**src/rtl/master_port_pkg.sv**
```systemverilog
// Shared bus package: state encoding, field widths and
// helpers used by the master port and the slave-side blocks.
package master_port_pkg;

    localparam int ADDR_W      = 12;
    localparam int DATA_W      = 8;
    localparam int BURST_W     = 13;
    localparam int SPLIT_BEATS = 8;
    localparam int CNT_W       = 4;

    typedef enum logic [2:0] {
        IDLE,
        HANDSHAKE,
        ADDR,
        WDATA,
        RWAIT,
        RDATA,
        SPLIT,
        DONE
    } state_t;

    // A single transfer is always its own last beat.
    function automatic logic last_beat(
        input logic              burst,
        input logic [ADDR_W-1:0] cnt,
        input logic [ADDR_W-1:0] len
    );
        return !burst || (cnt == len);
    endfunction

endpackage

```
**src/rtl/master_shift_reg.sv**
```systemverilog
// Parameterised LSB-first shift register, usable as PISO
// (ser_out) or SIPO (par_next holds the value after this shift).
module master_shift_reg #(
    parameter int W = 8
) (
    input  logic         clk,
    input  logic         reset,
    input  logic         load,
    input  logic [W-1:0] din,
    input  logic         shift,
    input  logic         ser_in,
    output logic         ser_out,
    output logic [W-1:0] par_next
);

    logic [W-1:0] q;

    assign par_next = {ser_in, q[W-1:1]};
    assign ser_out  = q[0];

    always_ff @(posedge clk or posedge reset) begin
        if (reset) begin
            q <= '0;
        end else if (load) begin
            q <= din;
        end else if (shift) begin
            q <= par_next;
        end
    end

endmodule

```
**src/rtl/master_port.sv**
```systemverilog
// Serial bus master: handshake, serial address/burst, write
// data beats, read data beats and slave split handling.
module master_port
    import master_port_pkg::*;
(
    input  logic              clk,
    input  logic              reset,
    input  logic              req,
    input  logic              wr,
    input  logic [ADDR_W-1:0] addr,
    input  logic [DATA_W-1:0] wdata,
    input  logic              burst_en,
    input  logic [ADDR_W-1:0] burst_len,
    input  logic              s_ready,
    input  logic              s_valid,
    input  logic              rx_data,
    input  logic              split_enable,
    output logic              m_valid,
    output logic              m_ready,
    output logic              read_enable,
    output logic              write_enable,
    output logic              tx_address,
    output logic              tx_data,
    output logic              tx_burst,
    output logic [DATA_W-1:0] rdata,
    output logic              rdata_valid,
    output logic              wdata_req,
    output logic              busy,
    output logic              done
);

    localparam logic [CNT_W-1:0] A_LAST = CNT_W'(ADDR_W - 1);
    localparam logic [CNT_W-1:0] D_LAST = CNT_W'(DATA_W - 1);
    localparam logic [CNT_W-1:0] D_PRE  = CNT_W'(DATA_W - 2);
    localparam logic [CNT_W-1:0] B_LAST = CNT_W'(BURST_W - 1);

    state_t              state;
    logic [CNT_W-1:0]    bit_cnt;
    logic [CNT_W-1:0]    burst_cnt;
    logic                burst_win;
    logic [ADDR_W-1:0]   beat_cnt;
    logic [ADDR_W-1:0]   burst_len_q;
    logic                burst_en_q;
    logic                wr_q;
    logic [DATA_W-1:0]   wbeat;
    logic                last_b;
    logic                start;

    logic                a_ser;
    logic                b_ser;
    logic                w_ser;
    logic                w_load;
    logic [DATA_W-1:0]   w_din;
    logic [DATA_W-1:0]   rx_next;
    logic [ADDR_W-1:0]   a_next_unused;
    logic [BURST_W-1:0]  b_next_unused;
    logic [DATA_W-1:0]   w_next_unused;
    logic                rx_ser_unused;

    assign start  = (state == IDLE) && req;
    assign last_b = last_beat(burst_en_q, beat_cnt, burst_len_q);

    // Write data reloads: request latch, next beat, or replay after a split.
    assign w_load = start
                  || ((state == WDATA) && (bit_cnt == D_LAST) && !last_b)
                  || ((state == SPLIT) && !split_enable && wr_q);
    assign w_din  = (state == SPLIT) ? wbeat : wdata;

    assign tx_address = (state == ADDR) & a_ser;
    assign tx_data    = (state == WDATA) & w_ser;
    assign tx_burst   = burst_win & b_ser;

    master_shift_reg #(.W(ADDR_W)) u_addr_sr (
        .clk      (clk),
        .reset    (reset),
        .load     (start),
        .din      (addr),
        .shift    (state == ADDR),
        .ser_in   (1'b0),
        .ser_out  (a_ser),
        .par_next (a_next_unused)
    );

    master_shift_reg #(.W(BURST_W)) u_burst_sr (
        .clk      (clk),
        .reset    (reset),
        .load     (start),
        .din      ({burst_len, burst_en}),
        .shift    (burst_win && (state != SPLIT)),
        .ser_in   (1'b0),
        .ser_out  (b_ser),
        .par_next (b_next_unused)
    );

    master_shift_reg #(.W(DATA_W)) u_wdata_sr (
        .clk      (clk),
        .reset    (reset),
        .load     (w_load),
        .din      (w_din),
        .shift    (state == WDATA),
        .ser_in   (1'b0),
        .ser_out  (w_ser),
        .par_next (w_next_unused)
    );

    master_shift_reg #(.W(DATA_W)) u_rdata_sr (
        .clk      (clk),
        .reset    (reset),
        .load     (1'b0),
        .din      ('0),
        .shift    (state == RDATA),
        .ser_in   (rx_data),
        .ser_out  (rx_ser_unused),
        .par_next (rx_next)
    );

    // The burst field is one bit longer than the address, so its
    // window runs on its own counter past the end of ADDR.
    always_ff @(posedge clk or posedge reset) begin
        if (reset) begin
            burst_win <= 1'b0;
            burst_cnt <= '0;
        end else if ((state == HANDSHAKE) && s_ready && !split_enable) begin
            burst_win <= 1'b1;
            burst_cnt <= '0;
        end else if (burst_win && (state != SPLIT)) begin
            burst_cnt <= burst_cnt + 1'b1;
            if (burst_cnt == B_LAST) begin
                burst_win <= 1'b0;
            end
        end
    end

    always_ff @(posedge clk or posedge reset) begin
        if (reset) begin
            state        <= IDLE;
            bit_cnt      <= '0;
            beat_cnt     <= '0;
            burst_len_q  <= '0;
            burst_en_q   <= 1'b0;
            wr_q         <= 1'b0;
            wbeat        <= '0;
            m_valid      <= 1'b0;
            m_ready      <= 1'b0;
            read_enable  <= 1'b0;
            write_enable <= 1'b0;
            rdata        <= '0;
            rdata_valid  <= 1'b0;
            wdata_req    <= 1'b0;
            busy         <= 1'b0;
            done         <= 1'b0;
        end else begin
            done        <= 1'b0;
            rdata_valid <= 1'b0;
            wdata_req   <= 1'b0;
            unique case (state)
                IDLE: begin
                    if (req) begin
                        wr_q         <= wr;
                        burst_en_q   <= burst_en;
                        burst_len_q  <= burst_len;
                        wbeat        <= wdata;
                        beat_cnt     <= '0;
                        bit_cnt      <= '0;
                        busy         <= 1'b1;
                        m_valid      <= 1'b1;
                        read_enable  <= ~wr;
                        write_enable <= wr;
                        state        <= HANDSHAKE;
                    end
                end
                HANDSHAKE: begin
                    if (split_enable) begin
                        m_valid <= 1'b0;
                        state   <= SPLIT;
                    end else if (s_ready) begin
                        bit_cnt <= '0;
                        state   <= ADDR;
                    end
                end
                ADDR: begin
                    bit_cnt <= bit_cnt + 1'b1;
                    if (split_enable) begin
                        m_valid <= 1'b0;
                        m_ready <= 1'b0;
                        state   <= SPLIT;
                    end else if (bit_cnt == A_LAST) begin
                        bit_cnt <= '0;
                        if (wr_q) begin
                            state <= WDATA;
                        end else begin
                            m_ready <= 1'b1;
                            state   <= RWAIT;
                        end
                    end
                end
                WDATA: begin
                    bit_cnt <= bit_cnt + 1'b1;
                    if ((bit_cnt == D_PRE) && !last_b && !split_enable) begin
                        wdata_req <= 1'b1;
                    end
                    if (bit_cnt == D_LAST) begin
                        bit_cnt <= '0;
                        if (last_b) begin
                            done  <= 1'b1;
                            state <= DONE;
                        end else begin
                            beat_cnt <= beat_cnt + 1'b1;
                            wbeat    <= wdata;
                            if (split_enable) begin
                                m_valid <= 1'b0;
                                state   <= SPLIT;
                            end
                        end
                    end else if (split_enable) begin
                        m_valid <= 1'b0;
                        state   <= SPLIT;
                    end
                end
                RWAIT: begin
                    if (split_enable) begin
                        m_valid <= 1'b0;
                        m_ready <= 1'b0;
                        state   <= SPLIT;
                    end else if (s_valid) begin
                        bit_cnt <= '0;
                        state   <= RDATA;
                    end
                end
                RDATA: begin
                    bit_cnt <= bit_cnt + 1'b1;
                    if (bit_cnt == D_LAST) begin
                        bit_cnt     <= '0;
                        rdata       <= rx_next;
                        rdata_valid <= 1'b1;
                        if (last_b) begin
                            done  <= 1'b1;
                            state <= DONE;
                        end else begin
                            beat_cnt <= beat_cnt + 1'b1;
                            if (split_enable) begin
                                m_valid <= 1'b0;
                                m_ready <= 1'b0;
                                state   <= SPLIT;
                            end else begin
                                state <= RWAIT;
                            end
                        end
                    end else if (split_enable) begin
                        m_valid <= 1'b0;
                        m_ready <= 1'b0;
                        state   <= SPLIT;
                    end
                end
                SPLIT: begin
                    // Resume on a beat boundary; the interrupted beat replays.
                    if (!split_enable) begin
                        m_valid <= 1'b1;
                        bit_cnt <= '0;
                        if (wr_q) begin
                            state <= WDATA;
                        end else begin
                            m_ready <= 1'b1;
                            state   <= RWAIT;
                        end
                    end
                end
                DONE: begin
                    busy         <= 1'b0;
                    m_valid      <= 1'b0;
                    m_ready      <= 1'b0;
                    read_enable  <= 1'b0;
                    write_enable <= 1'b0;
                    state        <= IDLE;
                end
                default: state <= IDLE;
            endcase
        end
    end

endmodule
```
**config.mk**
```make
export PLATFORM = sky130hd
export DESIGN_NAME = master_port
export DESIGN_NICKNAME = d
export VERILOG_FILES = /design/src/rtl/master_port_pkg.sv /design/src/rtl/master_shift_reg.sv /design/src/rtl/master_port.sv
export SDC_FILE = /design/constraint.sdc
export NUM_CORES = 1
export LEC_CHECK = 0
export CAP_MARGIN = 20
export CORE_UTILIZATION = 27
export CTS_BUF_LIST = sky130_fd_sc_hd__clkbuf_4
export DETAILED_ROUTE_END_ITERATION = 10
export PLACE_DENSITY_LB_ADDON = 0.12
export SYNTH_ARGS = -nofsm -noshare
export SYNTH_HDL_FRONTEND = slang
export SYNTH_SLANG_ARGS = --single-unit
```
**constraint.sdc**
```tcl
create_clock -name clk -period 6.3 [get_ports clk]
set_input_delay 0.945 -clock clk [delete_from_list [all_inputs] [get_ports clk]]
set_output_delay 0.945 -clock clk [all_outputs]
set_load 0.05 [all_outputs]
```
# After elaboration in Yosys (flattened, before gate mapping)
# Index checks and enable logic that the tools add are counted.
[word_totals] latch_bits=0 inputBits=41 rom_bits=0 mem_count=0 ff_bits=103 ramBits=0 elab_cells=168
[op_classes] multipliers=0 eq_ne=28 muxes=72 shifts=0 order_cmp=0 div_mod_pow=0 n_reduce_logical=39 addsub=3 n_bitwise=4
[ops] op="$mux W12" count=5
[ops] op="$mux W8" count=6
[ops] op="$mux W4" count=11
[ops] op="$mux W3" count=13
[ops] op="$mux W13" count=2
[ops] op="$mux W1" count=24
[ops] op="$pmux W12 S2" count=1
[ops] op="$pmux W3 S8" count=1
[ops] op="$pmux W4 S6" count=1
[ops] op="$ne A2 B2 Y1 const B" count=9
[ops] op="$ne A3 B3 Y1 const B" count=6
[ops] op="$pmux W8 S2" count=1
[ops] op="$reduce_bool A2 Y1" count=8
[ops] op="$add A12 B1 Y12 const B" count=1
[ops] op="$eq A12 B12 Y1" count=1
[ops] op="$eq A3 B3 Y1 const B" count=4
[ops] op="$reduce_and A4 Y1" count=3
[ops] op="$logic_and A1 B1 Y1" count=10
[ops] op="$pmux W1 S5" count=2
[ops] op="$add A4 B1 Y4 const B" count=2
[ops] op="$eq A4 B3 Y1 const B" count=2
[ops] op="$eq A4 B4 Y1 const B" count=2
[ops] op="$reduce_and A2 Y1" count=4
[ops] op="$reduce_and A7 Y1" count=1
[ops] op="other kinds (16)" count=26

# Depth between registers and ports, before layout
[depth] word_depth=7 depth_mapped=8 depth_no_buf=7

# Cells and area by module
# Synthesis repeated with hierarchy kept, for this count alone.
[hier_totals] cells_unflattened=535 area_unflattened_um2=5470.2
[modules_own_cells] module="master_port" area_each_um2=3518.4 n_inst=1 cells_each=352 seq_area_each_um2=1551.5
[modules_own_cells] module="master_shift_reg (u_rdata_sr ...)" area_each_um2=384.1 n_inst=2 cells_each=36 seq_area_each_um2=200.2
[modules_own_cells] module="master_shift_reg (u_burst_sr)" area_each_um2=621.8 n_inst=1 cells_each=58 seq_area_each_um2=325.3
[modules_own_cells] module="master_shift_reg (u_addr_sr)" area_each_um2=561.8 n_inst=1 cells_each=53 seq_area_each_um2=300.3

# Worst setup path before layout
# No wires, ideal clock.
[synth_path] path_kind="reg-to-output" startpoint="register state[2]" endpoint="output port tx_address" required_time_ns=5.355 path_slack_ns=3.907 path_stages_with_launch=4 arrival_time_ns=1.448 path_cell_list="dfrtp_1 -> clkbuf_1 -> nor3b_2 -> and2_1"
[synth_between] elab_chain_len=2
[synth_lines] item="from (decl)" line_no="master_port.sv:37" rtl="state_t state;"
[synth_lines] item="from (signal assigned)" line_no="master_port.sv:136" rtl="state <= IDLE;"
[synth_lines] item="from (signal assigned)" line_no="master_port.sv:169" rtl="state <= HANDSHAKE;"
[synth_lines] item="from (signal assigned)" line_no="master_port.sv:175" rtl="state <= SPLIT;"
[synth_lines] item="$eq A3 B2 Y1" line_no="master_port.sv:69" rtl="assign tx_address = (state == ADDR) & a_ser;"
[synth_lines] item="$and A1 B1 Y1" line_no="master_port.sv:69"
[synth_lines] item="to (decl)" line_no="master_port.sv:22" rtl="output logic tx_address,"
# No other way between the ends.

# Final worst setup path
[layout_path] startpoint="register state[1]" endpoint="output port tx_data"
[layout_between] elab_chain_len=2
[layout_lines] item="$eq A3 B2 Y1" line_no="master_port.sv:70" rtl="assign tx_data = (state == WDATA) & w_ser;"
[layout_lines] item="$and A1 B1 Y1" line_no="master_port.sv:70"
[layout_lines] item="to (decl)" line_no="master_port.sv:23" rtl="output logic tx_data,"
# No other way between the ends.

==> results.py <==
metrics = {
    "cts": {
        "postCtsSetupRepairBufs": 0,
        "cts_root_buffer": "clkbuf_4",
        "htreeDepth": 3,
        "cts_tree": "built",
        "clk_pin_slew_ns": 0.15,
        "cts_buffer_depth": 2,
        "cts-buffers-inserted": 9,
        "clkLatencyLatePin_ns": 0.49,
        "cts_num_sinks": 102,
        "cts_hold_buf": 0,
        "cts_resized": 0,
    },
    "power": {
        "power.share.sequential_pct": 45.3,
        "switchingPower_w": 0.00102,
        "ir_drop_mv": 0.192,
        "p_per_area_nw_per_um2": 423,
        "power_switching_share_pct": 40.4,
        "power.total_w": 0.00252,
        "power.share.clock_pct": 13.9,
        "p_leak_nw": 2.62,
        "p_int_w": 0.00150,
        "p_comb_share_pct": 40.8,
    },
    "route": {
        "wl_um": 11500,
        "detail_route.wl_per_cell_um": 15.0,
        "drt-initial-drc-count": 131,
        "drtAntennaViolNets": 0,
        "vias_per_cell": 4.84,
        "route.detailed.drc": 0,
        "vias": 3697,
        "dr.pass1.iters": 4,
    },
    "die": {
        "die_x_um": 138,
        "design.die.area_um2": 19000,
        "start_util_pct": 27.7,
        "std_cell_rows": 49,
        "io-pin-count": 60,
        "core_region_area_um2": 18000,
        "die_h_um": 138,
    },
    "synth": {
        "syn_inst": 481,
        "syn_area_um2": 4980,
        "syn_avg_cell_area_um2": 10.4,
        "synth-warning-count": 0,
        "yosys.cell_types.count": 58,
        "ys_ff_latch": 102,
        "synth_edf_count": 0,
        "async_flop_share_pct": 100,
        "ys_seq_area_share_pct": 51.2,
        "synth_ff_type": "dfrtp_1",
        "synth_nets": 528,
    },
    "timing": {
        "drv_slew": 0,
        "finalHoldViolations": 0,
        "slew_headroom_pct": 40.3,
        "setup-violations-final": 0,
        "rsz0062_at_grt": "no",
        "finalCritPeriodShare_pct": 58.0,
        "setup_tns_ns": 0,
        "timing.fmax_mhz": 274,
        "worstMarginPinSlew_ns": 0.892,
        "skew_ns": 0.0190,
        "fin_crit_ns": 3.66,
    },
    "cells_and_area": {
        "fin_nets": 577,
        "drive_gt1_share_pct": 9.74,
        "fill_cells": 1900,
        "area_growth_pct": 19.3,
        "final_cell_area_um2": 5940,
    },
    "global_route": {
        "grt_overflow": 0,
        "grt_pass1_vias": 3877,
        "grt_pass1_wl_um": 19500,
        "grt_max_degree": 78,
        "antenna_found_initial": 1,
        "grt_usage_pct": 13.4,
    },
    "worst_setup_path": {
        "cp-startpoint": "state[1]",
        "cp-start-kind": "flop",
        "worstPathMaxFanout": 22,
        "critPathCaptureType": "output port",
        "worstPathArrival_ns": 2.71,
        "required_ns": 5.35,
        "critical_path_class": "flop to output port",
        "r2r_start": "state[0]",
    },
    "worst_hold_path": {
        "hold_path.class": "flop to flop",
        "hold_path_startpoint": "u_addr_sr.q[9]",
    },
    "place": {
        "dp_hpwl_um": 8050,
        "gp_congestion": 0.752,
        "place_area_um2": 5780,
        "io_buffers": 59,
    },
    "job": {
        "max-cap-violations": 0,
    },
    "run_status": {
        "status": "finished, final reports clean",
    },
}
[cell type report]
cell class                      count  area, µm²  area share (%)
Inverter                            7       28.8           0.484
Multi-Input combinational cell    347       2300            38.6
Sequential cell                   102       2550            42.9
Antenna cell                        1       2.50          0.0421
Tap cell                          229        287            4.82
Clock buffer                       12       90.1            1.52
Timing Repair Buffer               63        641            10.8
Clock inverter                      3       46.3           0.779
[cells in the mapped netlist, types with 2 or more instances]
| cell type | count | area share, % |
|---|---|---|
| or4_1 | 4 | 0.60 |
| mux2_2 | 23 | 5.2 |
| o21ai_0 | 27 | 2.7 |
| o21a_1 | 3 | 0.45 |
| dfrtp_1 | 102 | 51 |
| nand2_1 | 91 | 6.9 |
| o22ai_1 | 4 | 0.50 |
| ha_1 | 5 | 1.3 |
| xor2_1 | 2 | 0.35 |
| buf_6 | 2 | 0.45 |
| nand3_1 | 16 | 1.6 |
| a21oi_1 | 27 | 2.7 |
| inv_1 | 7 | 0.53 |
| xnor2_1 | 13 | 2.3 |
| a31oi_1 | 2 | 0.25 |
| and3_1 | 3 | 0.38 |
| o31ai_1 | 7 | 1.1 |
| clkbuf_1 | 14 | 1.1 |
| o31ai_4 | 2 | 0.85 |
| or3_1 | 5 | 0.63 |
| o21bai_1 | 2 | 0.30 |
| a21o_1 | 2 | 0.30 |
| nor3_1 | 3 | 0.30 |
| a22oi_1 | 11 | 1.7 |
| mux2i_1 | 36 | 7.2 |
| o211ai_1 | 2 | 0.30 |
| nor3b_1 | 3 | 0.45 |
| and2_1 | 3 | 0.38 |
| nand4_1 | 6 | 0.75 |
| nor2b_1 | 4 | 0.50 |
| nor2_1 | 17 | 1.3 |
| buf_1 | 4 | 0.30 |
| buf_2 | 4 | 0.40 |
[cells in the final DEF, fill, tap and decap left out, types with 4 or more instances in the layout]
cell type	Yosys	final
o31ai_1	7	7
nor2b_1	4	4
ha_1	5	5
or3_1	5	5
mux2_2	23	23
clkbuf_4	0	12
clkdlybuf4s50_1	0	59
nand4_1	6	6
nor2_1	17	17
o22ai_1	4	4
a21oi_1	27	27
dfrtp_1	102	102
inv_1	7	6
nand3_1	16	16
mux2i_1	36	36
a22oi_1	11	11
or4_1	4	4
o21ai_0	27	27
xnor2_1	13	13
nand2_1	91	91
[critical path: stages, from the launching register on]
cell and delay (ns):
dfrtp_1 0.84, nor2b_1 0.35, and3_1 0.22, clkdlybuf4s50_1 0.81
[metal layers]
| metal | up-vias | track usage (%) | share of wire, % |
|---|---|---|---|
| li1 | 1806 | - | - |
| met1 | 1809 | 16.6 | 46 |
| met2 | 67 | 22.0 | 48 |
| met5 | - | 0 | 0 |
| met3 | 15 | 4.35 | 4.9 |
| met4 | 0 | 4.41 | 1.6 |
[power by group through the flow]
stage	clock network (W)	logic, W	registers [W]
final	0.000351	0.00103	0.00114
after floorplan	0	0.000819	0.00110
after global routing	0.000399	0.00116	0.00119
after CTS	0.000374	0.00105	0.00114
after global placement	0	0.00102	0.00115
after detailed placement	0	0.00104	0.00116
[sequential cells by signal, summed over array words and instances (netlist names), 3 cells and up]
name          count
u_addr_sr.q      12
burst_cnt         4
burst_len_q      12
u_burst_sr.q     13
u_rdata_sr.q      7
wbeat             8
u_wdata_sr.q      8
state             3
beat_cnt         12
rdata             8
bit_cnt           4
[kinds of logic (layout without fill, tap and decap cells)]
group	Yosys count	in the layout	share of synthesized area, %
other	0	1	0
muxes	59	59	12.4
AOI/OAI and AO/OA	100	100	13.3
xor gates and xnor gates	15	15	2.64
adders and majority gates	6	6	1.66
and+or+nand+nor	167	167	15.9
buffers and inverters	32	85	2.89
DFF	102	102	51.2
[worst paths after layout]
check | to | slack, ns | cells after the start
max | tx_data | 2.64 | 3
min | u_addr_sr.q[9] | 0.50 | 2
max reg2reg | burst_cnt[3] | 3.18 | 5
min reg2reg | u_addr_sr.q[9] | 0.50 | 2
max in group asynchronous | bit_cnt[1] | 4.66 | 4
min in group asynchronous | burst_cnt[0] | 0.68 | 2
[metrics by stage]
step                hold slack [ns]  std cells  worst slack (ns)  util (%)
floorplan                     0.438        481              2.68         -
global placement              0.460        747              2.82      32.1
detailed placement            0.464        747              2.73      32.1
CTS                           0.500        762              2.57      32.8
global route                  0.537        764              2.46      33.0
finish                        0.495        764              2.64      33.0
Power figures use the tool's default switching activity.
